--- config.mk ---
export PLATFORM = sky130hd
export DESIGN_NAME = ram_port_arbiter
export DESIGN_NICKNAME = d
export VERILOG_FILES = /design/src/rtl/ram_port_arbiter.sv
export SDC_FILE = /design/constraint.sdc
export NUM_CORES = 1
export LEC_CHECK = 0
export ABC_AREA = 1
export CAP_MARGIN = 20
export CORE_MARGIN = 2
export CORE_UTILIZATION = 39
export CTS_BUF_LIST = sky130_fd_sc_hd__clkbuf_4 sky130_fd_sc_hd__clkbuf_8
export CTS_CLUSTER_DIAMETER = 200
export DETAILED_ROUTE_END_ITERATION = 8
export PLACE_DENSITY = 0.78
export SYNTH_ARGS = -nofsm -noshare
export SYNTH_HDL_FRONTEND = slang
export SYNTH_SLANG_ARGS = --single-unit
--- constraint.sdc ---
create_clock -name clk_i -period 1.35 [get_ports clk_i]
set_clock_uncertainty 0.1 [all_clocks]
set_input_delay 0.135 -clock clk_i [delete_from_list [all_inputs] [get_ports clk_i]]
set_output_delay 0.135 -clock clk_i [all_outputs]
set_load 0.01 [all_outputs]
--- src/rtl/ram_port_arbiter.sv ---
// ram_port_arbiter: shares one synchronous-read RAM port between the CPU (port 0) and the loader (port 1).
// Ports:
//   clk_i, rst_ni                        clock, asynchronous active-low reset
//   reqN_i, weN_i, addrN_i, wdataN_i     requester N command, held until gntN_o
//   gntN_o                               command accepted this cycle (combinational)
//   doneN_o                              one-cycle completion pulse
//   rdataN_o                             last read data returned to port N
//   ram_we_o, ram_addr_o, ram_wdata_o    RAM command, driven during the access cycle
//   ram_rdata_i                          RAM read data, one cycle after the address
module ram_port_arbiter #(
  parameter int ADDR_W     = 14,
  parameter int DATA_W     = 32,
  parameter int FIXED_PRIO = 0
) (
  input  logic              clk_i,
  input  logic              rst_ni,
  input  logic              req0_i,
  input  logic              we0_i,
  input  logic [ADDR_W-1:0] addr0_i,
  input  logic [DATA_W-1:0] wdata0_i,
  output logic              gnt0_o,
  output logic              done0_o,
  output logic [DATA_W-1:0] rdata0_o,
  input  logic              req1_i,
  input  logic              we1_i,
  input  logic [ADDR_W-1:0] addr1_i,
  input  logic [DATA_W-1:0] wdata1_i,
  output logic              gnt1_o,
  output logic              done1_o,
  output logic [DATA_W-1:0] rdata1_o,
  output logic              ram_we_o,
  output logic [ADDR_W-1:0] ram_addr_o,
  output logic [DATA_W-1:0] ram_wdata_o,
  input  logic [DATA_W-1:0] ram_rdata_i
);
  localparam logic [1:0] IDLE   = 2'd0;
  localparam logic [1:0] ACCESS = 2'd1;
  localparam logic [1:0] RESP   = 2'd2;
  logic [1:0]        state_q, state_d;
  logic              last_q, id_q, we_q, ram_we_q;
  logic [ADDR_W-1:0] addr_q;
  logic [DATA_W-1:0] wdata_q, rd0_q, rd1_q;
  logic              accept, pick1, gnt, resp;
  // A tie goes to the port that did not win last time, unless port 0 has fixed priority.
  assign accept  = rst_ni && state_q != ACCESS;
  assign pick1   = req1_i && (!req0_i || (FIXED_PRIO == 0 && !last_q));
  assign gnt1_o  = accept && pick1;
  assign gnt0_o  = accept && req0_i && !pick1;
  assign gnt     = gnt0_o || gnt1_o;
  assign resp    = state_q == RESP;
  assign done0_o = resp && !id_q;
  assign done1_o = resp && id_q;
  // Read data is forwarded during the done pulse and captured so it holds afterwards.
  assign rdata0_o    = (done0_o && !we_q) ? ram_rdata_i : rd0_q;
  assign rdata1_o    = (done1_o && !we_q) ? ram_rdata_i : rd1_q;
  assign ram_we_o    = ram_we_q;
  assign ram_addr_o  = addr_q;
  assign ram_wdata_o = wdata_q;
  always_comb begin
    state_d = state_q == ACCESS ? RESP : gnt ? ACCESS : IDLE;
  end
  always_ff @(posedge clk_i or negedge rst_ni) begin
    if (!rst_ni) begin
      state_q  <= IDLE;
      last_q   <= 1'b1;
      id_q     <= 1'b0;
      we_q     <= 1'b0;
      ram_we_q <= 1'b0;
      addr_q   <= '0;
      wdata_q  <= '0;
      rd0_q    <= '0;
      rd1_q    <= '0;
    end else begin
      state_q  <= state_d;
      rd0_q    <= rdata0_o;
      rd1_q    <= rdata1_o;
      ram_we_q <= gnt && (gnt1_o ? we1_i : we0_i);
      if (gnt) begin
        last_q  <= gnt1_o;
        id_q    <= gnt1_o;
        we_q    <= gnt1_o ? we1_i : we0_i;
        addr_q  <= gnt1_o ? addr1_i : addr0_i;
        wdata_q <= gnt1_o ? wdata1_i : wdata0_i;
      end
    end
  end
endmodule

# == After elaboration in Yosys (flattened, before gate mapping) ==
# Cells that the tools add are included.
# word_totals
register_bits,116
in_bits,130
out_inout_bits,115
word_cells,36
# classes
eq_ne,3
muxes,7
reduce_logical,17
# ops
cell,n
2-to-1 mux 32 bit,3
2-to-1 mux 14 bit,1
logical AND 1 bit,10
logical NOT 1 bit,5
"equality test 2 x 1 -> 1 bit, second input constant",1
"equality test 2 bit, second input constant",1
logical OR 1 bit,2
2-to-1 mux 1 bit,2
2-to-1 mux 2 bit,1
"inequality test 2 x 1 -> 1 bit, second input constant",1

# == Longest topological paths before layout ==
# logic_depth
depth_word,8
mapped_depth,9

# == Worst setup path before layout ==
# Ideal clock, no wire load.
# synth_path
path_kind,reg-to-reg
from,register state_q[0]
to,register rd1_q[11]
setup_ns,0.148
arrival_ns,1.389
slack_ns,-0.287
stages_incl_launch_ff,5
path_buffers,1
period_less_slack_ns,1.637
path_cell_list,dfrtp_1 nor3_2 nand2_2 clkbuf_1 o21ai_0
# synth_between
elab_chain_cells,4
# synth_rtl
element,line,rtl
start: declaration,39,"logic [1:0] state_q, state_d;"
start signal: assignment,74,state_q <= state_d;
equality test 2 bit,50,assign resp = state_q == RESP;
logical AND 1 bit,52,assign done1_o = resp && id_q;
net done1_o,29,"output logic done1_o,"
logical AND 1 bit,55,assign rdata1_o = (done1_o && !we_q) ? ram_rdata_i : rd1_q;
2-to-1 mux 32 bit,55,
net rdata1_o[11],30,"output logic [DATA_W-1:0] rdata1_o,"
end signal: assignment,76,rd1_q <= rdata1_o;
end: declaration,42,"logic [DATA_W-1:0] wdata_q, rd0_q, rd1_q;"
# The timed path passes the listed nets, and every way through them passes these cells.
# A chain may end at the register's enable or synchronous reset.

# == Worst setup path after layout ==
# layout_path
from,register state_q[0]
to,output rdata0_o[6]
# layout_between
elab_chain_cells,4
# layout_rtl
element,line,rtl
equality test 2 bit,50,
logical AND 1 bit,51,assign done0_o = resp && !id_q;
logical AND 1 bit,54,assign rdata0_o = (done0_o && !we_q) ? ram_rdata_i : rd0_q;
2-to-1 mux 32 bit,54,
end: declaration,23,"output logic [DATA_W-1:0] rdata0_o,"
# No other way between the ends.

==> results.md <==
- The flow ran to the end, but the final reports show violations.
- The final reports fail on setup timing.
- The max-cap check violation count is 0.
- Of all cell types, the one taking the most synthesized area is sky130_fd_sc_hd__dfrtp_1.
- The setup TNS after final layout is -75.95 ns.
- Derived from the worst setup path, the maximum achievable clock frequency is 0.466 GHz.
- The number of vias per cell is 4.93.
- The longest clock path from root to sink contains 2 buffers.
- Wires add up to 19200 um.
- The number of nets in the finished design is 1059.
- Measured against its own limit, the worst slew margin works out to 0.561.
- Summed over all nets, wire length on met3 after detailed routing comes to 1630 um.
- The area fraction of the dominant cell type after synthesis is 0.545.
- The proportion of layout cells with a drive suffix above 1 is 0.372.
- For this design the top-level I/O count stands at 245.
- The count of buffers added on input and output ports is 244.
- The endpoint type of the worst setup path is a primary output.
- The wire length per cell is 17.1 um.
- The initial antenna violation count came to 0.
- For this run, the slowest stage of the critical path takes 0.45 ns.
- The number of max-slew violations in the final report is 0.
- The measured slew at the worst slew-check pin is 0.659 ns.
- The global-route total usage across every layer is 0.246.
- The gate count of the mapped netlist is 625.
- Measured along the y axis, the die boundary spans 120 um.
- The worst setup path is launched from a register.
- After filler insertion, the fill cell instance count of the layout stands at 898.
- The signed area change from the synthesized netlist to the final layout is 89.3%.
- Of all nets on the critical path, the largest fanout is 24.
- The number of endpoints failing setup at the final stage is 182.
- The sequential cell area in the final layout is 2910 um^2.
- The routed length on met1 is 7510 um.
- The number of inserted diodes is 0.
- The first routing iteration left 352 violations.
- The first-pass iteration count of the detailed router is 5.
- The final global-route overflow total is 0.
- The region available for standard cell placement spans 13200 um^2.
- The static leakage is 0.00486 uW.
- The remaining antenna violation count after routing is 0.
- In this run, placement finished with an instance count of 1048.
- In the final layout, the multi-input gates occupy 2740 um^2.
- Power spread over the standard cell area amounts to 1690 nW/um^2.
- The wire length of the first global-routing pass is 27500 um.
- Together, buffers and inverters on the worst path number 2.
- The DRC violations left is 0.
- The flop-to-flop setup slack is -0.51 ns.
- Clock-pin slew was measured on the worst setup and hold paths at 0.07 ns.
- The kind of critical path is register to primary output.
- In this run the horizontal extent of the chip is 120 um.
- The class of the tightest hold or removal check is input port to register.
- The starting density of the core is 0.399.
- Setup repair after global routing could not meet its margin everywhere.
- Counting I/O delays and the setup requirement, the final critical path takes 2.15 ns.
- The clock tree from TritonCTS is yes.
- The library cell used most frequently in the layout, excluding fill and tap cells, is sky130_fd_sc_hd__clkdlybuf4s50_1.
- The pin count of the biggest net entering global routing is 74.
- The slowest cell on the critical path is sky130_fd_sc_hd__dfrtp_2.
- The non-filler instance count after layout is 1118.
- The HPWL after detailed placement is 12400 um.
- The highest layer touched by signal routing is met4.
- The met2 wire length is 9540 um.
- The final count of hold timing violations came to 0.
- The floorplan die area is 14500 um^2.
- Ranked by total cell area, the synthesized netlist is headed by sky130_fd_sc_hd__dfrtp_1 55%, sky130_fd_sc_hd__nand2_1 12%, sky130_fd_sc_hd__nand3_1 8.9%.
- In this run, synthesis produced a sequential element count of 116.
- The insertion delay of the later-clocked pin in the worst-skew pair is 0.44 ns.
- In the finished design, the share of the clock period the worst path needs comes to 1.59.
- Averaged over all synthesized cells, the footprint is 8.44 um^2.
- Detailed routing inserted a total of 5512 vias.
- The H-tree depth is 4.
- The register area share after synthesis is 0.550.
- CTS placed an instance of sky130_fd_sc_hd__clkbuf_8 at the clock tree root.
- At the end of routability-driven placement, the weighted congestion stood at 0.800.
- After synthesis, the netlist uses 19 different library cells.
- Yosys printed 0 warnings.
- The number of sinks handled by clock tree synthesis is 116.
- The signal on the critical path passes through nor3_4, nand2_4, buf_12, nand2_2, o21ai_4, dlygate4sd2_1.
- IR analysis of the VDD net gives a maximum drop of 0.710 mV.
- The number of nets handed over by synthesis was 755.
- After floorplanning, the core was divided into 42 placement rows.
- The gate family responsible for the most delay along the worst path is buffers and inverters.
- The setup slack after layout is -0.796 ns.
- Summing every instance area after synthesis gives 5280 um^2.
- Buffers inserted during clock tree synthesis total 17.
- The overall power after layout is 16900 uW.
- The number of global-route vias before repair came to 5369.
- The data arrival time of the critical path is 1.91 ns.
- In the layout the commonest cells are 128 x sky130_fd_sc_hd__clkdlybuf4s50_1, 114 x sky130_fd_sc_hd__dfrtp_1, 109 x sky130_fd_sc_hd__nand2_1.
- For the worst setup path, the data required time is 1.12 ns.
per-stage QoR:
step | util | instance area (um^2) | hold slack, ns | setup WS, ns
floorplan | - | 6200 | -0.261 | -0.0893
global placement | 0.673 | 8910 | 0.0181 | -0.582
detailed placement | 0.673 | 8910 | 0.0193 | -0.650
CTS | 0.718 | 9510 | 0.0590 | -0.850
global route | 0.755 | 9990 | 0.0876 | -0.897
finish | 0.755 | 9990 | 0.105 | -0.796
where the power goes:
part / switching (uW) / internal (uW)
Combinational: 3880 / 4150
Sequential: 688 / 4780
Clock: 1400 / 2020
Total: 5970 / 11000
layer usage:
layer  global-route usage  up-vias
met4               0.0988        0
met5                    0        -
met1                0.292     2620
li1                     -     2599
met2                0.405      255
met3               0.0910       38
layout make-up:
| cell class | count | area share |
|---|---|---|
| clock inverters | 9 | 0.0126 |
| well taps | 176 | 0.0220 |
| multi-input cells | 378 | 0.274 |
| clock buffers | 23 | 0.0298 |
| inverters | 89 | 0.0342 |
| flip-flops and latches | 116 | 0.291 |
| repair buffers | 327 | 0.337 |
synthesized netlist by cell type:
cell / number
sky130_fd_sc_hd__nor3_1: 1
sky130_fd_sc_hd__buf_6: 2
sky130_fd_sc_hd__clkbuf_1: 18
sky130_fd_sc_hd__o21bai_1: 47
sky130_fd_sc_hd__nand3_1: 94
sky130_fd_sc_hd__nor2_1: 1
sky130_fd_sc_hd__buf_4: 3
sky130_fd_sc_hd__nor3_2: 2
sky130_fd_sc_hd__o21ai_0: 61
sky130_fd_sc_hd__nand2_1: 162
sky130_fd_sc_hd__o21ai_1: 4
sky130_fd_sc_hd__a21oi_1: 1
sky130_fd_sc_hd__dfrtp_1: 115
sky130_fd_sc_hd__a21oi_4: 1
sky130_fd_sc_hd__buf_2: 19
sky130_fd_sc_hd__inv_1: 87
sky130_fd_sc_hd__inv_2: 2
sky130_fd_sc_hd__nand2_2: 4
sky130_fd_sc_hd__dfstp_2: 1
state kept, by name, summed over array words and instances (netlist names):
register	flops
id_q	1
last_q	1
ram_addr_o	14
ram_wdata_o	32
ram_we_o	1
rd0_q	32
rd1_q	32
state_q	2
we_q	1
repair_timing:
item	in CTS	in global routing
setup buffers	4	20
pin swaps	3	11
resized for setup	377	132
hold buffers	1	0
hold endpoints to repair	116	0
cloned	4	13
endpoints found under the setup margin	216	287
tightest hold or removal path: cells and delay by family:
| family | cells | cell delay [ns] |
|---|---|---|
| buffers and inverters | 3 | 0.31 |
| AND/OR/NAND/NOR | 3 | 0.19 |
cell families after synthesis:
logic type      share of synthesized area
simple gates                        0.215
buf+inv                             0.103
compound gates                      0.133
flops                               0.550
worst paths after layout:
check | from | to | depth (start not counted)
max reg2reg | state_q[0] | ram_wdata_o[24] | 11
min reg2reg | last_q | last_q | 2
min in group asynchronous | rst_ni | last_q | 2
max in group asynchronous | rst_ni | ram_wdata_o[3] | 3
min | rst_ni | last_q | 6
max | state_q[0] | rdata0_o[6] | 6
No activity file was read; power rests on OpenSTA's default activity.
